<file path="config.mk">
export PLATFORM = sky130hd
export DESIGN_NAME = sinc3_decim_ctrl_flat
export DESIGN_NICKNAME = d
export VERILOG_FILES = /design/src/rtl/sinc3_decim_ctrl_if.sv /design/src/rtl/sinc3_decim_ctrl.sv /design/src/flat_wrapper.sv
export SDC_FILE = /design/constraint.sdc
export NUM_CORES = 1
export LEC_CHECK = 0
export CORE_AREA = 3 3 77 79
export CTS_CLUSTER_SIZE = 40
export DETAILED_ROUTE_END_ITERATION = 6
export DIE_AREA = 0 0 80 82
export GPL_TIMING_DRIVEN = 0
export PLACE_DENSITY = 0.64
export SYNTH_ARGS = -nofsm -noshare
export SYNTH_HDL_FRONTEND = slang
export SYNTH_SLANG_ARGS = --single-unit
</file>
<file path="constraint.sdc">
create_clock -name clk -period 2.05 [get_ports clk]
set_input_delay 0.41 -clock clk [delete_from_list [all_inputs] [get_ports clk]]
set_output_delay 0.41 -clock clk [all_outputs]
set_load 0.01 [all_outputs]
</file>
<file path="src/rtl/sinc3_decim_ctrl_if.sv">
// Decimated sample hand-off from the sinc3 sequencer to its consumer.
// Producer drives data/valid, consumer drives ready.
interface sinc3_decim_ctrl_if #(
  parameter int DW = 13
);
  logic signed [DW-1:0] sample_data;
  logic                 sample_valid;
  logic                 sample_ready;

  modport master (
    output sample_data,
    output sample_valid,
    input  sample_ready
  );

  modport slave (
    input  sample_data,
    input  sample_valid,
    output sample_ready
  );
endinterface

</file>
<file path="src/rtl/sinc3_decim_ctrl.sv">
// Sequencer for a single-bit sinc3 decimator: enable divider, settle
// discard, every-OSR capture and valid/ready hand-off with overrun flag.
module sinc3_decim_ctrl #(
  parameter int OSR    = 16,
  parameter int DIV_W  = 8,
  parameter int SETTLE = 3,
  localparam int DW    = 3 * $clog2(OSR) + 1
) (
  input  logic                 clk,
  input  logic                 rst_n,
  input  logic                 start,
  input  logic                 stop,
  input  logic [DIV_W-1:0]     div,
  input  logic                 clr_ovr,
  output logic                 filt_en,
  input  logic signed [DW-1:0] filt_out,
  sinc3_decim_ctrl_if.master   smp,
  output logic                 overrun,
  output logic                 busy
);

  localparam int PW = $clog2(OSR);
  localparam int SW = (SETTLE > 0) ? $clog2(SETTLE + 1) : 1;
  localparam logic [PW-1:0] PLAST = PW'(OSR - 1);
  localparam logic [SW-1:0] SLAST =
    SW'((SETTLE > 0) ? SETTLE - 1 : 0);

  typedef enum logic [1:0] {
    S_IDLE,
    S_SETTLE,
    S_RUN
  } state_t;

  state_t           state;
  logic [DIV_W-1:0] div_l;
  logic [DIV_W-1:0] dcnt;
  logic [PW-1:0]    pcnt;
  logic [SW-1:0]    scnt;
  logic             cap_pending;
  logic             xfer;

  assign busy    = (state != S_IDLE);
  assign filt_en = busy && (dcnt == div_l);
  assign xfer    = smp.sample_valid && smp.sample_ready;

  always_ff @(posedge clk or negedge rst_n) begin
    if (!rst_n) begin
      state            <= S_IDLE;
      div_l            <= '0;
      dcnt             <= '0;
      pcnt             <= '0;
      scnt             <= '0;
      cap_pending      <= 1'b0;
      smp.sample_data  <= '0;
      smp.sample_valid <= 1'b0;
      overrun          <= 1'b0;
    end else begin
      if (busy)
        dcnt <= (dcnt == div_l) ? '0 : dcnt + 1'b1;
      if (filt_en)
        pcnt <= (pcnt == PLAST) ? '0 : pcnt + 1'b1;
      // filter output lands on the enable edge, so grab it a cycle later
      cap_pending <= filt_en && (pcnt == PLAST) && !stop;

      unique case (1'b1)
        cap_pending && (state == S_SETTLE): begin
          scnt <= scnt + 1'b1;
          if (scnt == SLAST)
            state <= S_RUN;
          if (xfer)
            smp.sample_valid <= 1'b0;
          if (clr_ovr)
            overrun <= 1'b0;
        end
        cap_pending && (state == S_RUN): begin
          smp.sample_data  <= filt_out;
          smp.sample_valid <= 1'b1;
          if (smp.sample_valid && !smp.sample_ready)
            overrun <= 1'b1;
          else if (clr_ovr)
            overrun <= 1'b0;
        end
        default: begin
          if (xfer)
            smp.sample_valid <= 1'b0;
          if (clr_ovr)
            overrun <= 1'b0;
        end
      endcase

      if (stop) begin
        state <= S_IDLE;
      end else if (start && (state == S_IDLE)) begin
        div_l   <= div;
        dcnt    <= '0;
        pcnt    <= '0;
        scnt    <= '0;
        overrun <= 1'b0;
        state   <= (SETTLE == 0) ? S_RUN : S_SETTLE;
      end
    end
  end

endmodule
</file>
<file path="src/flat_wrapper.sv">
// flat-port wrapper written by rule: the top's interface ports become plain ports
module sinc3_decim_ctrl_flat 
#(
  parameter int OSR    = 16,
  parameter int DIV_W  = 8,
  parameter int SETTLE = 3,
  localparam int DW    = 3 * $clog2(OSR) + 1
)
  (clk, rst_n, start, stop, div, clr_ovr, filt_en, filt_out, overrun, busy, smp_sample_data, smp_sample_valid, smp_sample_ready);
  sinc3_decim_ctrl_if smp_i ();
  input  logic clk;
  input  logic rst_n;
  input  logic start;
  input  logic stop;
  input  logic [DIV_W-1:0] div;
  input  logic clr_ovr;
  output logic filt_en;
  input  logic signed [DW-1:0] filt_out;
  output logic overrun;
  output logic busy;
  output wire logic [$bits(smp_i.sample_data)-1:0] smp_sample_data;
  output wire logic [$bits(smp_i.sample_valid)-1:0] smp_sample_valid;
  input wire logic [$bits(smp_i.sample_ready)-1:0] smp_sample_ready;
  assign smp_sample_data = smp_i.sample_data;
  assign smp_sample_valid = smp_i.sample_valid;
  assign smp_i.sample_ready = smp_sample_ready;
  sinc3_decim_ctrl #(.OSR(OSR), .DIV_W(DIV_W), .SETTLE(SETTLE)) u_core (.clk(clk), .rst_n(rst_n), .start(start), .stop(stop), .div(div), .clr_ovr(clr_ovr), .filt_en(filt_en), .filt_out(filt_out), .smp(smp_i), .overrun(overrun), .busy(busy));
endmodule
</file>
==> impl_metrics.ini <==
[cts]
clk-insertion-delay-late_ns = 0.29
cts_tree = yes
cts_root_buf = clkbuf_8
cts_max_level = 2
clk_path_buf_depth = 2
clk_pin_slew_ns = 0.08
ctsHoldBuffers = 0
cts.sinks = 40
cts_buffers = 5

[floorplan]
io_pins = 44
dieWidth_um = 80
rows = 27
initial_core_util = 0.338
coreArea_sq_um = 5410
die-area_sq_um = 6560
die_y_um = 82

[logic_synthesis]
synth-simple-area-share = 0.144
synth_top_area_cell = dfrtp_1
synth-xor-area-share = 0.0766
synth_adder_area_share = 0.0205
muxShareOfSynthArea = 0.141
synth_area_leaders = dfrtp_1, mux2_2, xor2_1
syn_nets = 179
synth_compound_gate_area_share = 0.0554
syn_area_per_cell_sq_um = 12.3
yosys_warnings = 0
synthCells = 149
ys_seq_area_frac = 0.547
synth-seq-cells = 40
synth_top_family_by_area = simple AND/OR/NAND/NOR gates
syn_area_sq_um = 1830
yosys.area.top_type_share = 0.547
synth_cell_type_count = 34

[placed_design]
gp_congestion = 0.769
post-place-ws_ns = -0.580
port_buffers = 43
dp_hpwl_mm = 2.67

[status]
outcome = finished, violations left
failed_checks = negative setup slack

[worst_setup_path]
endpoint_kind = output pin
crit_type = reg2out
startpoint = u_core.div_l[1]
cp-start-kind = flop
cpMaxStageDelayCell = or4_4
r2r-start = u_core.state[1]
arrival_ns = 1.78
crit_required_ns = 1.64
max_stage_delay_ns = 0.54
crit_fanout = 3
crit_chain = xor2_1, or4_4, nor3_4, buf_2

[global_route]
overflow = 0
track_usage = 0.125
grt_max_degree = 26
antenna_found_initial = 0
grt_pass1_vias = 1317
grt_pass1_wl_mm = 6.25

[final_layout]
fillers = 508
final_nets = 235
diodes = 0
area_delta_synth_final_pct = 38.7
drive_gt1_frac = 0.238

[timing]
fin_hold_ws_ns = 0.0276
setup_violations = 1
rsz0062_at_grt = true
hold_viol_final = 0
final.min_clock_period_ns = 2.19
slew_viol_final = 0
setup_slack_ns = -0.144
timing.slew.headroom = 0.636
tightestPinTransition_ns = 0.541
finalClockSkew_ns = 0.00664
timing.fmax_ghz = 0.456
fin_setup_tns_ns = -0.144
fin_crit_sh = 1.07

[routing]
ant_nets = 0
vias = 1314
dr.pass1.iters = 4
wire_per_inst_um = 13.7
drc_errors = 0
vias_per_cell = 4.73
drt-initial-drc-count = 57
drt-total-wl_mm = 3.80

[power_and_ir_drop]
ir_drop_uv = 436
powerDensity_nw_per_um2 = 793
power_w = 0.00201
power.leakage_nw = 1.07

[flow_run]
drv_cap = 0

[hold_path]
hold_path.class = in2async
[registers in the layout, indices dropped and copies added, names as in the netlist]
name and cells:
u_core.overrun 1, u_core.div_l 8, u_core.pcnt 4, u_core.smp.sample_valid 1, u_core.scnt 2, u_core.dcnt 8
u_core.smp.sample_data 13, u_core.state 2, u_core.cap_pending 1
[routing by layer]
metal,vias to the layer above,routed length (um),global-route usage
met1,641,1760,0.163
met2,19,1840,0.199
met4,0,62,0.0507
met5,-,0,0
met3,5,133,0.0329
li1,649,-,-
[repair_timing]
| action | CTS | global route |
|---|---|---|
| gates resized for setup | 7 | 2 |
| buffers inserted | 5 | 0 |
| setup endpoints to repair | 8 | 13 |
| pin swaps | 2 | 0 |
[worst max-delay path: cells and delay by family (launching register included)]
family / cells / cell delay (ns)
and+or+nand+nor: 2 / 0.72
DFF: 1 / 0.40
xor gates and xnor gates: 1 / 0.19
buffers and inverters: 1 / 0.17
[area by class of cell]
class                   count  area, sq um  share of cell area
plain buffers               3         12.5             0.00493
multi-input cells         102          817               0.322
clock buffers               6         82.6              0.0325
repair buffers             49          478               0.188
inverters                   4         15.0             0.00592
well taps                  72         90.1              0.0355
flip-flops and latches     40         1000               0.395
clock inverters             2         38.8              0.0153
[synthesized netlist by cell type, drive strengths merged]
| cell | n |
|---|---|
| o32a | 1 |
| nand4 | 4 |
| xor2 | 11 |
| nor3 | 11 |
| and2 | 1 |
| ha | 3 |
| or4 | 1 |
| mux2 | 22 |
| nor2 | 12 |
| inv | 4 |
| nand3b | 3 |
| or3 | 1 |
| dfrtp | 40 |
| mux2i | 1 |
| nand3 | 1 |
| o31ai | 2 |
| or2 | 1 |
| clkbuf | 2 |
| buf | 1 |
| o21ai | 2 |
| a31oi | 2 |
| xnor2 | 5 |
| nor2b | 1 |
| nand2 | 4 |
| o2111ai | 2 |
| a22oi | 1 |
| a21oi | 4 |
| and3b | 1 |
| o41ai | 1 |
| nor3b | 2 |
| nor4 | 2 |
[path summary, 6_finish.rpt]
check / endpoint / slack, ns / cells past startpoint
setup reg to reg: u_core.div_l[5] / 0.13 / 5
min in group clk: u_core.smp.sample_data[8] / 0.51 / 1
hold / removal: u_core.smp.sample_data[10] / 0.03 / 1
hold reg to reg: u_core.smp.sample_data[8] / 0.51 / 1
max in group asynchronous: u_core.state[0] / 1.56 / 2
setup / recovery: filt_en / -0.14 / 4
[report_power, final]
group | leakage (nW) | switching (W) | internal, W | total, W
registers | 0.504 | 0.0000657 | 0.000863 | 0.000928
clock network | 0.0614 | 0.000291 | 0.000398 | 0.000689
logic | 0.500 | 0.000186 | 0.000208 | 0.000394
total | 1.07 | 0.000543 | 0.00147 | 0.00201
[placed cells by master (no fill, tap or decap), types with 3 or more instances in the layout]
master | netlist | final
xnor2_1 | 5 | 5
a21oi_1 | 4 | 4
nand4_1 | 4 | 4
inv_1 | 3 | 3
nor3_1 | 10 | 10
ha_1 | 3 | 3
nor2_1 | 11 | 11
buf_4 | 0 | 5
buf_2 | 1 | 3
xor2_1 | 11 | 11
clkbuf_8 | 0 | 6
mux2_2 | 22 | 22
clkdlybuf4s50_1 | 0 | 41
dfrtp_1 | 40 | 38
nand2_1 | 4 | 4
nand3b_1 | 3 | 3
[logic make-up after synthesis]
| group | count (synthesis) |
|---|---|
| simple gates | 45 |
| flops | 40 |
| mux | 23 |
| xor+xnor | 16 |
| compound gates | 15 |
| buf+inv | 7 |
| fa+ha+maj | 3 |
[per-stage QoR]
stage | util | cells | instance area (sq um)
final | 0.469 | 278 | 2540
after global routing | 0.469 | 278 | 2540
after global placement | 0.435 | 264 | 2350
after floorplan | - | 149 | 1830
after detailed placement | 0.438 | 265 | 2360
after CTS | 0.468 | 278 | 2530
No activity file was read; power rests on OpenSTA's default activity.
